File: src/rtl/cga_vram_pkg.sv
// rtl/cga_vram_pkg.sv - shared constants, FSM states and address helper for the CGA VRAM arbiter
package cga_vram_pkg;

    localparam int RAM_AW = 15;
    localparam int SLOT_W = 4;

    localparam logic [SLOT_W-1:0] FETCH0    = 4'd0;
    localparam logic [SLOT_W-1:0] FETCH1    = 4'd1;
    localparam logic [SLOT_W-1:0] CPU_FIRST = 4'd2;

    typedef enum logic [1:0] {
        IDLE,
        ISSUE,
        CAPTURE,
        ACK
    } vram_state_t;

    // Graphics mode interleaves the two scan-row banks on the top address bit.
    function automatic logic [RAM_AW-1:0] disp_addr(
        input logic        gfx,
        input logic        bank,
        input logic [13:0] ma,
        input logic        b
    );
        return gfx ? {bank, ma[12:0], b} : {ma, b};
    endfunction

endpackage

File: src/rtl/vram_slot_counter.sv
// rtl/vram_slot_counter.sv - character-period slot counter and CRTC character clock enable
module vram_slot_counter
    import cga_vram_pkg::*;
#(
    parameter int CHAR_CLKS = 8
) (
    input  logic              clk,
    input  logic              reset_n,
    output logic [SLOT_W-1:0] slot,
    output logic              char_ce
);

    localparam logic [SLOT_W-1:0] LAST = SLOT_W'(CHAR_CLKS - 1);

    // Resetting to the last slot makes char_ce fire in the first cycle after release.
    always_ff @(posedge clk or negedge reset_n) begin
        if (!reset_n) begin
            slot <= LAST;
        end else if (slot == LAST) begin
            slot <= '0;
        end else begin
            slot <= slot + 1'b1;
        end
    end

    assign char_ce = (slot == LAST);

endmodule

File: src/rtl/cga_vram_arbiter.sv
// rtl/cga_vram_arbiter.sv - shares VRAM between CRTC display fetch and a single ISA CPU requester
module cga_vram_arbiter
    import cga_vram_pkg::*;
#(
    parameter int CHAR_CLKS = 8
) (
    input  logic              clk,
    input  logic              reset_n,
    output logic              char_ce,
    input  logic [13:0]       mem_addr,
    input  logic [4:0]        row_addr,
    input  logic              display_enable,
    input  logic              gfx_mode,
    input  logic              cpu_req,
    input  logic              cpu_we,
    input  logic [RAM_AW-1:0] cpu_addr,
    input  logic [7:0]        cpu_wdata,
    output logic              cpu_ack,
    output logic [7:0]        cpu_rdata,
    output logic              cpu_wait,
    output logic [RAM_AW-1:0] ram_addr,
    output logic              ram_we,
    output logic [7:0]        ram_wdata,
    input  logic [7:0]        ram_rdata,
    output logic [7:0]        pix_byte0,
    output logic [7:0]        pix_byte1
);

    logic [SLOT_W-1:0] slot;
    vram_state_t       state, state_nx, phase;
    logic              de_lat, fetch0, fetch1, cpu_slot, issue, issue_we;
    logic [7:0]        shadow0, shadow1;
    logic [RAM_AW-1:0] ram_addr_q;
    logic              unused_row;

    vram_slot_counter #(.CHAR_CLKS(CHAR_CLKS)) u_slot_counter (
        .clk     (clk),
        .reset_n (reset_n),
        .slot    (slot),
        .char_ce (char_ce)
    );

    // ISSUE is the IDLE cycle in which a request wins a CPU slot; it never sits in the state register.
    always_comb begin
        fetch0   = (slot == FETCH0) && display_enable;
        fetch1   = (slot == FETCH1) && de_lat;
        cpu_slot = (slot >= CPU_FIRST)
                 || ((slot == FETCH0) && !display_enable)
                 || ((slot == FETCH1) && !de_lat);
        issue    = (state == IDLE) && cpu_req && cpu_slot;
        phase    = issue ? ISSUE : state;
    end

    always_comb begin
        state_nx = state;
        case (phase)
            ISSUE:   state_nx = CAPTURE;
            CAPTURE: state_nx = ACK;
            ACK:     state_nx = IDLE;
            default: state_nx = IDLE;
        endcase
    end

    always_comb begin
        ram_addr = ram_addr_q;
        if (fetch0) begin
            ram_addr = disp_addr(gfx_mode, row_addr[0], mem_addr, 1'b0);
        end else if (fetch1) begin
            ram_addr = disp_addr(gfx_mode, row_addr[0], mem_addr, 1'b1);
        end else if (issue) begin
            ram_addr = cpu_addr;
        end
    end

    assign ram_we     = issue & cpu_we;
    assign ram_wdata  = ram_we ? cpu_wdata : 8'h00;
    assign cpu_ack    = (state == ACK);
    assign cpu_wait   = cpu_req & ~cpu_ack;
    assign unused_row = ^row_addr[4:1];

    always_ff @(posedge clk or negedge reset_n) begin
        if (!reset_n) begin
            state      <= IDLE;
            de_lat     <= 1'b0;
            shadow0    <= 8'h00;
            shadow1    <= 8'h00;
            pix_byte0  <= 8'h00;
            pix_byte1  <= 8'h00;
            cpu_rdata  <= 8'h00;
            issue_we   <= 1'b0;
            ram_addr_q <= '0;
        end else begin
            state      <= state_nx;
            ram_addr_q <= ram_addr;
            if (slot == FETCH0) begin
                de_lat <= display_enable;
            end
            // Read data trails its address by one cycle, so each shadow loads one slot after its fetch.
            if (slot == FETCH1) begin
                shadow0 <= de_lat ? ram_rdata : 8'h00;
            end
            if (slot == CPU_FIRST) begin
                shadow1 <= de_lat ? ram_rdata : 8'h00;
            end
            if (char_ce) begin
                pix_byte0 <= shadow0;
                pix_byte1 <= shadow1;
            end
            if (issue) begin
                issue_we <= cpu_we;
            end
            if ((state == CAPTURE) && !issue_we) begin
                cpu_rdata <= ram_rdata;
            end
        end
    end

endmodule

File: config.mk
export PLATFORM = sky130hd
export DESIGN_NAME = cga_vram_arbiter
export DESIGN_NICKNAME = d
export VERILOG_FILES = /design/src/rtl/cga_vram_pkg.sv /design/src/rtl/vram_slot_counter.sv /design/src/rtl/cga_vram_arbiter.sv
export SDC_FILE = /design/constraint.sdc
export NUM_CORES = 1
export LEC_CHECK = 0
export BUFFER_PORTS_ARGS = -buffer_cell sky130_fd_sc_hd__buf_2
export CORE_ASPECT_RATIO = 0.6
export CORE_MARGIN = 1
export CORE_UTILIZATION = 45
export DETAILED_ROUTE_END_ITERATION = 10
export GPL_TIMING_DRIVEN = 1
export HOLD_SLACK_MARGIN = 0.02
export PLACE_DENSITY = 0.75
export SKIP_LAST_GASP = 1
export SLEW_MARGIN = 20
export SYNTH_ARGS = -nofsm -noshare
export SYNTH_HDL_FRONTEND = slang
export SYNTH_SLANG_ARGS = --single-unit
export TNS_END_PERCENT = 5
File: constraint.sdc
create_clock -name clk -period 3.32 [get_ports clk]
set_clock_uncertainty 0.05 [all_clocks]
set_input_delay 0.664 -clock clk [delete_from_list [all_inputs] [get_ports clk]]
set_output_delay 0.664 -clock clk [all_outputs]
set_load 0.005 [all_outputs]
==> out/metrics.yaml <==
status:
  status: "complete, no violations"
route:
  firstDrtPassIters: 4
  drt-total-wl_um: 5520
  ant_nets: 0
  drt_iter0_markers: 64
  viasPerCell: 4.77
  wl_per_cell_um: 13.2
  drc: 0
  num_vias: 1993
pwr:
  finalPower_mw: 2.04
  power_density_nw_per_um2: 589
  leakage_nw: 1.76
  ir_drop_mv: 0.287
clock_network:
  postCtsSetupBuffers: 0
  cts.clk_slew.worst_paths_ps: 70
  clkLatencyLatePin_ps: 330
  cts_buffers: 9
  post_cts_resized: 0
  cts_sinks: 63
  cts_root_buffer: "clkbuf_8"
  cts_tree: "yes"
  cts_htree_levels: 3
  ctsHoldBuffers: 0
  cts.path.max_buffers: 2
placement:
  gp_congestion: 0.717
  placed_cells: 402
  place_area_um2: 3260
  dp.final_hpwl_um: 4030
  io_buffers: 102
timing:
  holdWs_ps: 174
  fin_crit_sh_pct: 93.9
  slew_headroom_pct: 37.7
  tightest_slew_ps: 933
  max_freq_mhz: 321
  fin_crit_ps: 3120
  rsz0062_at_grt: "false"
  setup_viol: 0
  tns_ps: 0
  hold_violations: 0
  maxSlewViolCount: 0
hold_path:
  hp-class: "input port to asynchronous set/reset pin"
worst_setup_path:
  required_ps: 2610
  cp.arrival_ps: 2400
  worst_setup_path_end_kind: "primary output"
  cp-start-kind: "flop"
  r2r-end: "ram_addr_q[7]"
  worst_r2r_path_depth: 7
  worst-r2r-setup-slack_ps: 1250
  rr_startpoint: "u_slot_counter.slot[0]"
  worst-setup-path-type: "flop to primary output"
  worstPathMaxFanout: 25
synthesis:
  syn_nets: 286
  synth_cells: 226
  synth_ff_type: "dfrtp_1"
  ys_warn_count: 0
  synthArstFlopShare_pct: 100
  ys_seq_area_share_pct: 58.9
  synth_area_um2: 2680
  synth-edff-count: 0
  syn_area_per_cell_um2: 11.9
  synth_seq_cells: 63
  ys_types: 29
floorplanning:
  die_h_um: 61.8
  num_rows: 21
  die_w_um: 102
  dieArea_um2: 6280
  initial_core_util_pct: 47.5
  io_pins: 107
  core-area_um2: 5650
layout:
  area_growth_pct: 29.2
  final_cell_mix: "buf_2, dfrtp_1, nand2_1, mux2_2, nor2_1"
  fin_cells: 418
  drive_gt1_share_pct: 45.3
  stdcell_area_um2: 3460
  antennaDiodeCount: 0
  final_common_cell: "buf_2"
  fin_nets: 393
global_routing:
  grt_max_degree: 49
  grt-ovfl-total: 0
  grt_pass1_wl_um: 8270
  antenna_found_initial: 0
  grt_use_total_pct: 18.6
  grt_pass1_vias: 1738
run:
  drv_cap: 0
worst max path at each step:
stage                         endpoint                    from  cells after the start  slack [ps]
after global placement     ram_addr[0]  u_slot_counter.slot[0]                      8         510
final                      ram_addr[7]  u_slot_counter.slot[0]                      8         200
after global routing       ram_addr[0]  u_slot_counter.slot[0]                      8          40
after CTS                  ram_addr[7]  u_slot_counter.slot[0]                      8          90
after floorplan           ram_addr[10]  u_slot_counter.slot[0]                      7         730
after detailed placement   ram_addr[7]  u_slot_counter.slot[0]                      8         460
sequential cells by signal, indices dropped and copies added (netlist names):
signal	count
pix_byte0	8
shadow1	8
u_slot_counter.slot	4
shadow0	8
issue_we	1
ram_addr_q	15
cpu_rdata	8
pix_byte1	8
de_lat	1
state	2
critical path: stages (launching register included):
cell	delay (ps)
dfstp_2	570
inv_1	70
ha_1	240
nor4_4	330
a31oi_4	110
buf_4	250
mux2i_1	150
a21oi_1	210
buf_2	150
routing by layer:
layer	global-route usage (%)	up-vias	part of all wire [%]
li1	-	996	-
met1	23.1	930	48
met2	29.6	61	45
met3	6.60	6	5.7
met4	9.32	0	1.5
met5	0	-	0
through the flow:
stage | worst slack (ps) | utilization [%]
global placement | 507 | 57.7
CTS | 88.0 | 61.2
floorplan | 735 | -
detailed placement | 461 | 57.7
global route | 41.5 | 61.3
finish | 203 | 61.3
cell families after synthesis:
group                      share of synthesized area (%)
AOI/OAI and AO/OA                                   7.98
xor gates and xnor gates                           0.327
adders and majority gates                           1.87
buffers and inverters                               2.80
DFF                                                 58.9
muxes                                               16.1
and+or+nand+nor                                     12.0
final cells by class:
type	count	area, um2
timing repair buffer	106	541
clock inverter	6	60.1
clock buffer	10	138
sequential	63	1580
inverter	3	11.3
tap	80	100
multi-input combinational	150	1030
fill	503	2180
synth_stat cells (4+ instances only):
cell type,instances,area (um2)
nor2_1,17,63.8
ha_1,4,50.1
clkbuf_1,6,22.5
nand2_1,28,105
mux2i_1,15,150
and3_1,9,56.3
mux2_2,25,282
dfrtp_1,60,1500
a21oi_1,15,75.1
o21ai_0,16,80.1
where the power goes:
part / switching [mW] / internal, mW / total [mW] / leakage (nW)
Sequential: 0.0644 / 0.903 / 0.968 / 0.768
Combinational: 0.191 / 0.234 / 0.425 / 0.893
Clock: 0.286 / 0.363 / 0.648 / 0.0981
(Power assumes the default switching activity.)
